`src/rtl/ice_bar_pkg.sv`:
```
// Definitions shared by the ice-bar vending FSM and the change dispenser:
// coin codes, change width, dispenser state encoding and the request layout.
package ice_bar_pkg;

  localparam int CHANGE_W = 3;

  localparam logic [1:0] NOTHING = 2'b00;
  localparam logic [1:0] NIS_2   = 2'b10;
  localparam logic [1:0] NIS_5   = 2'b01;

  typedef enum logic [2:0] {
    ST_IDLE  = 3'd0,
    ST_LOAD  = 3'd1,
    ST_BAR   = 3'd2,
    ST_EJECT = 3'd3,
    ST_GAP   = 3'd4,
    ST_FAULT = 3'd5
  } disp_state_e;

  typedef struct packed {
    logic                rls;
    logic [CHANGE_W-1:0] change;
  } req_t;

endpackage

```
`src/rtl/change_dispenser_req_fifo.sv`:
```
// Request queue between the vending FSM and the dispenser FSM. A push while
// full succeeds only if the head is popped in the same cycle.
module req_fifo #(
  parameter int DEPTH = 4,
  parameter int W     = 4
) (
  input  logic         clk,
  input  logic         nrst,
  input  logic         push_i,
  input  logic         pop_i,
  input  logic [W-1:0] wdata_i,
  output logic [W-1:0] rdata_o,
  output logic         full_o,
  output logic         empty_o
);

  localparam int AW = $clog2(DEPTH);

  logic [AW:0]  wr_q, wr_d;
  logic [AW:0]  rd_q, rd_d;
  logic [W-1:0] mem_q [DEPTH];
  logic         do_push;
  logic         do_pop;

  assign empty_o = (wr_q == rd_q);
  assign full_o  = (wr_q[AW] != rd_q[AW]) && (wr_q[AW-1:0] == rd_q[AW-1:0]);
  assign do_pop  = pop_i & ~empty_o;
  assign do_push = push_i & (~full_o | do_pop);
  assign wr_d    = wr_q + (AW+1)'(do_push);
  assign rd_d    = rd_q + (AW+1)'(do_pop);
  assign rdata_o = mem_q[rd_q[AW-1:0]];

  always_ff @(posedge clk or negedge nrst) begin
    if (!nrst) begin
      wr_q <= '0;
      rd_q <= '0;
    end else begin
      wr_q <= wr_d;
      rd_q <= rd_d;
    end
  end

  // Storage holds data only; validity is carried entirely by the pointers.
  always_ff @(posedge clk) begin
    if (do_push) mem_q[wr_q[AW-1:0]] <= wdata_i;
  end

endmodule

```
`src/rtl/change_dispenser.sv`:
```
// Change dispenser: queues {rls, change} requests, pulses the bar actuator and
// feeds the coin hopper one coin at a time. CHANGE_DISPENSER_TALLY_EN adds coin_total.
module change_dispenser #(
  parameter int FIFO_DEPTH  = 4,
  parameter int RLS_PULSE   = 4,
  parameter int TIMEOUT_CYC = 16
) (
  input  logic       clk,
  input  logic       nrst,
  input  logic       rls,
  input  logic [2:0] change,
  input  logic       coin_sense,
  input  logic       fault_clr,
  output logic       bar_drop,
  output logic       coin_eject,
  output logic       busy,
  output logic       fault,
  output logic [2:0] owed,
  output logic       overflow
`ifdef CHANGE_DISPENSER_TALLY_EN
  ,
  output logic [15:0] coin_total
`endif
);
  import ice_bar_pkg::*;

  localparam int BAR_CW = $clog2(RLS_PULSE + 1);
  localparam int TO_CW  = $clog2(TIMEOUT_CYC + 1);
  localparam logic [BAR_CW-1:0] BAR_LAST = BAR_CW'(RLS_PULSE - 1);
  localparam logic [TO_CW-1:0]  TO_LAST  = TO_CW'(TIMEOUT_CYC - 1);

  disp_state_e         state_q, state_d;
  req_t                ent_q, ent_d;
  req_t                push_ent, head;
  logic [CHANGE_W-1:0] owed_q, owed_d;
  logic [BAR_CW-1:0]   bar_cnt_q, bar_cnt_d;
  logic [TO_CW-1:0]    to_cnt_q, to_cnt_d;
  logic                overflow_q, overflow_d;
  logic                push, pop, full, empty;

  assign push_ent = '{rls: rls, change: change};
  assign push     = rls | (change != '0);
  assign pop      = (state_q == ST_IDLE) & ~empty;

  req_fifo #(
    .DEPTH (FIFO_DEPTH),
    .W     (1 + CHANGE_W)
  ) u_fifo (
    .clk     (clk),
    .nrst    (nrst),
    .push_i  (push),
    .pop_i   (pop),
    .wdata_i (push_ent),
    .rdata_o (head),
    .full_o  (full),
    .empty_o (empty)
  );

  always_comb begin
    state_d    = state_q;
    ent_d      = ent_q;
    owed_d     = owed_q;
    bar_cnt_d  = bar_cnt_q;
    to_cnt_d   = to_cnt_q;
    overflow_d = overflow_q | (push & full & ~pop);
    case (state_q)
      ST_IDLE: begin
        if (!empty) begin
          ent_d   = head;
          state_d = ST_LOAD;
        end
      end
      ST_LOAD: begin
        owed_d    = ent_q.change;
        bar_cnt_d = '0;
        to_cnt_d  = '0;
        if (ent_q.rls)                state_d = ST_BAR;
        else if (ent_q.change != '0)  state_d = ST_EJECT;
        else                          state_d = ST_IDLE;
      end
      ST_BAR: begin
        to_cnt_d = '0;
        if (bar_cnt_q == BAR_LAST) state_d = (owed_q != '0) ? ST_EJECT : ST_IDLE;
        else                       bar_cnt_d = bar_cnt_q + BAR_CW'(1);
      end
      ST_EJECT: begin
        // A sense on the final allowed cycle still counts as a dispensed coin.
        if (coin_sense) begin
          if (owed_q != '0) owed_d = owed_q - CHANGE_W'(1);
          state_d = ST_GAP;
        end else if (to_cnt_q == TO_LAST) begin
          state_d = ST_FAULT;
        end else begin
          to_cnt_d = to_cnt_q + TO_CW'(1);
        end
      end
      ST_GAP: begin
        to_cnt_d = '0;
        state_d  = (owed_q != '0) ? ST_EJECT : ST_IDLE;
      end
      ST_FAULT: begin
        if (fault_clr) begin
          owed_d  = '0;
          state_d = ST_IDLE;
        end
      end
      default: state_d = ST_IDLE;
    endcase
  end

  always_ff @(posedge clk or negedge nrst) begin
    if (!nrst) begin
      state_q    <= ST_IDLE;
      owed_q     <= '0;
      bar_cnt_q  <= '0;
      to_cnt_q   <= '0;
      overflow_q <= 1'b0;
    end else begin
      state_q    <= state_d;
      owed_q     <= owed_d;
      bar_cnt_q  <= bar_cnt_d;
      to_cnt_q   <= to_cnt_d;
      overflow_q <= overflow_d;
    end
  end

  always_ff @(posedge clk) begin
    ent_q <= ent_d;
  end

  assign bar_drop   = (state_q == ST_BAR);
  assign coin_eject = (state_q == ST_EJECT);
  assign fault      = (state_q == ST_FAULT);
  assign busy       = (state_q != ST_IDLE) | ~empty;
  assign owed       = owed_q;
  assign overflow   = overflow_q;

`ifdef CHANGE_DISPENSER_TALLY_EN
  logic [15:0] tally_q;
  logic        coin_ok;

  function automatic logic [15:0] sat_inc16(input logic [15:0] v);
    return (v == 16'hFFFF) ? v : v + 16'd1;
  endfunction

  assign coin_ok = (state_q == ST_EJECT) & coin_sense;

  always_ff @(posedge clk or negedge nrst) begin
    if (!nrst)        tally_q <= '0;
    else if (coin_ok) tally_q <= sat_inc16(tally_q);
  end

  assign coin_total = tally_q;
`endif

endmodule

```
`config.mk`:
```
export PLATFORM = sky130hd
export DESIGN_NAME = change_dispenser
export DESIGN_NICKNAME = d
export VERILOG_FILES = /design/src/rtl/ice_bar_pkg.sv /design/src/rtl/change_dispenser_req_fifo.sv /design/src/rtl/change_dispenser.sv
export SDC_FILE = /design/constraint.sdc
export NUM_CORES = 1
export LEC_CHECK = 0
export ABC_AREA = 1
export BUFFER_PORTS_ARGS = -buffer_cell sky130_fd_sc_hd__buf_2
export CAP_MARGIN = 25
export CORE_ASPECT_RATIO = 0.75
export CORE_MARGIN = 3
export CORE_UTILIZATION = 40
export DETAILED_ROUTE_END_ITERATION = 10
export GPL_TIMING_DRIVEN = 1
export SLEW_MARGIN = 20
export SYNTH_ARGS = -nofsm -noshare
export SYNTH_HDL_FRONTEND = slang
export SYNTH_SLANG_ARGS = --single-unit
```
`constraint.sdc`:
```
create_clock -name clk -period 1.9 [get_ports clk]
set_input_delay 0.285 -clock clk [delete_from_list [all_inputs] [get_ports clk]]
set_output_delay 0.285 -clock clk [all_outputs]
set_load 0.01 [all_outputs]
```
==> impl_metrics.py <==
metrics = {
    "sta": {
        "slew_viol_final": 0,
        "fin_crit_ns": 1.75,
        "worst_pin_slew_ns": 0.496,
        "relSlewSlack": 0.669,
        "setup_viol": 0,
        "fin_skew_ns": 0.00604,
        "hold_viol": 0,
        "period_share": 0.923,
        "fmax_mhz": 570,
        "finalWorstSetupSlack_ns": 0.147,
        "rsz0062_at_grt": "false",
        "fin_setup_tns_ns": 0,
    },
    "placed_design": {
        "hpwl_um": 2590,
        "routabilityCongestion": 0.833,
        "port_buffers": 15,
        "post-place-ws_ns": 0.204,
    },
    "cts": {
        "htreeDepth": 2,
        "cts_tree": "done",
        "cts_buffers": 5,
        "cts_buffer_depth": 2,
        "cts.clk_slew.worst_paths_ns": 0.08,
        "post_cts_buffers": 0,
        "insertion_delay_ns": 0.30,
        "cts-root-buf": "clkbuf_8",
        "numClockSinks": 41,
    },
    "layout": {
        "final_cell_mix": "nand2_1 (43), inv_1 (23), edfxtp_1 (20)",
        "n_antenna_cell": 0,
        "fin_nets": 249,
        "fillers": 419,
        "area_growth_pct": 16.3,
        "final_common_cell": "nand2_1",
        "drive_gt1_frac": 0.207,
    },
    "synthesis": {
        "synth_cell_types": 25,
        "avgSynthCellArea_um2": 9.84,
        "yosysWarnings": 0,
        "synth_fp_nets": 221,
        "ys_seq_elements": 41,
        "synth_area_um2": 2000,
        "synth_top_area_cell": "edfxtp_1",
        "netlist_instances": 203,
        "yosys-top-cells-area": "edfxtp_1 (30%), dfrtp_1 (26%), nand2_1 (8.1%), ha_1 (6.3%), inv_1 (4.3%)",
        "ys_seq_area_frac": 0.564,
        "yosys.area.top_type_share": 0.301,
    },
    "flow_run": {
        "cap_violations": 0,
    },
    "drt": {
        "drt-initial-drc-count": 67,
        "top_layer": "met4",
        "first_pass_iters": 4,
        "wl_met1_um": 1910,
        "drcViolationCount": 0,
        "wl_per_cell_um": 12.1,
        "routed-wl-met2_um": 1370,
        "ant_nets": 0,
        "met3_length_um": 174,
        "vias": 1353,
        "via_per_inst": 4.68,
        "drt_wl_total_um": 3490,
    },
    "grt": {
        "antenna_found_initial": 0,
        "grt_max_degree": 22,
        "grtUsageTotal": 0.136,
        "grt_overflow": 0,
        "grt_pass1_wl_um": 6020,
        "grt_pass1_vias": 1302,
    },
    "pwr": {
        "leakage_uw": 0.00109,
        "vdd_drop_max_mv": 0.767,
        "powerDensity_nw_per_um2": 1740,
    },
    "die": {
        "start_util": 0.432,
        "fp.dieArea_um2": 5890,
        "die_h_um": 67.2,
        "io-pin-count": 16,
        "core-area_um2": 4620,
        "die_w_um": 87.6,
        "rows": 21,
    },
    "worst_setup_path": {
        "worstPathRequired_ns": 1.62,
        "crit_fanout": 5,
        "critPathArrivalTime_ns": 1.47,
        "setup.worst_path.start_class": "flop",
        "end_kind": "primary output",
        "path_class": "reg -> out",
    },
    "hold_path": {
        "hold_class": "in -> reg",
    },
    "outcome": {
        "status": "complete, no violations",
    },
}
-- per-stage QoR --
step | hold slack, ns | area, um2 | power (uW) | cells | utilization
global placement | 0.284 | 2170 | 3240 | 280 | 0.470
CTS | 0.218 | 2320 | 4090 | 289 | 0.502
global route | 0.219 | 2320 | 4410 | 289 | 0.503
finish | 0.226 | 2320 | 4050 | 289 | 0.503
floorplan | -0.0106 | 2000 | 2750 | 203 | -
detailed placement | 0.295 | 2170 | 3230 | 280 | 0.470
-- cells by family after synthesis --
group,share of synthesized area
simple gates,0.203
flops,0.564
buf+inv,0.0670
compound gates,0.0770
fa+ha+maj,0.0626
xor+xnor,0.0219
mux,0.00501
-- critical path: stages (launching register included) --
cell and delay (ns):
dfrtp_1 0.45, inv_1 0.12, nand2_1 0.08, nor2_2 0.17
nand3_1 0.17, buf_2 0.18
-- report_power, final --
group,internal (uW),leakage (uW),switching [uW]
clock network,529,0.0000687,316
logic,634,0.000576,993
registers,1350,0.000448,225
-- timing repair --
item                                    CTS  global route
hold buffers                              1             0
endpoints found under the setup margin    0             1
hold endpoints to repair                 21             0
resized for setup                         0             2
-- final timing paths --
check	cells after the start	slack (ns)	from	to
max in group asynchronous	2	1.05	nrst	u_fifo.wr_q[0]$_DFF_PN0_
min in group asynchronous	2	0.48	nrst	owed[1]$_DFFE_PN0P_
min reg2reg	1	0.50	u_fifo.wr_q[2]$_DFF_PN0_	u_fifo.wr_q[2]$_DFF_PN0_
min	1	0.23	change[1]	u_fifo.mem_q[0][1]$_DFFE_PP_
max reg2reg	10	0.17	state_q[0]$_DFFE_PN0P_	u_fifo.wr_q[2]$_DFF_PN0_
max	5	0.15	state_q[0]$_DFFE_PN0P_	busy
-- flip-flops by register name, indices dropped and copies added (netlist names) --
register / count
overflow: 1
owed: 3
state_q: 3
u_fifo.mem_q: 16
u_fifo.rd_q: 3
ent_q: 4
u_fifo.wr_q: 3
bar_cnt_q: 3
to_cnt_q: 5
-- layout make-up --
cell class	instances	area, um2	share of cell area
sequential	41	1130	0.485
multi-input combinational	131	738	0.318
timing repair buffer	23	138	0.0592
inverter	29	111	0.0479
tap	57	71.3	0.0307
clock buffer	5	68.8	0.0296
clock inverter	3	68.8	0.0296
-- cell usage after synthesis, drive strengths merged --
library cell and instances:
nor3 6, nand3 18, xor2 4, o22ai 7, dfrtp 21, inv 29
a21oi 2, a31o 1, edfxtp 20, nand2 44, ha 10, o21ai 16
buf 2, mux2i 1, xnor2 1, nor2 21
-- routing by layer --
metal | vias up | track usage
li1 | 727 | -
met1 | 596 | 0.193
met2 | 26 | 0.195
met3 | 4 | 0.0366
met4 | 0 | 0.0575
met5 | - | 0
No activity file was read; power rests on OpenSTA's default activity.
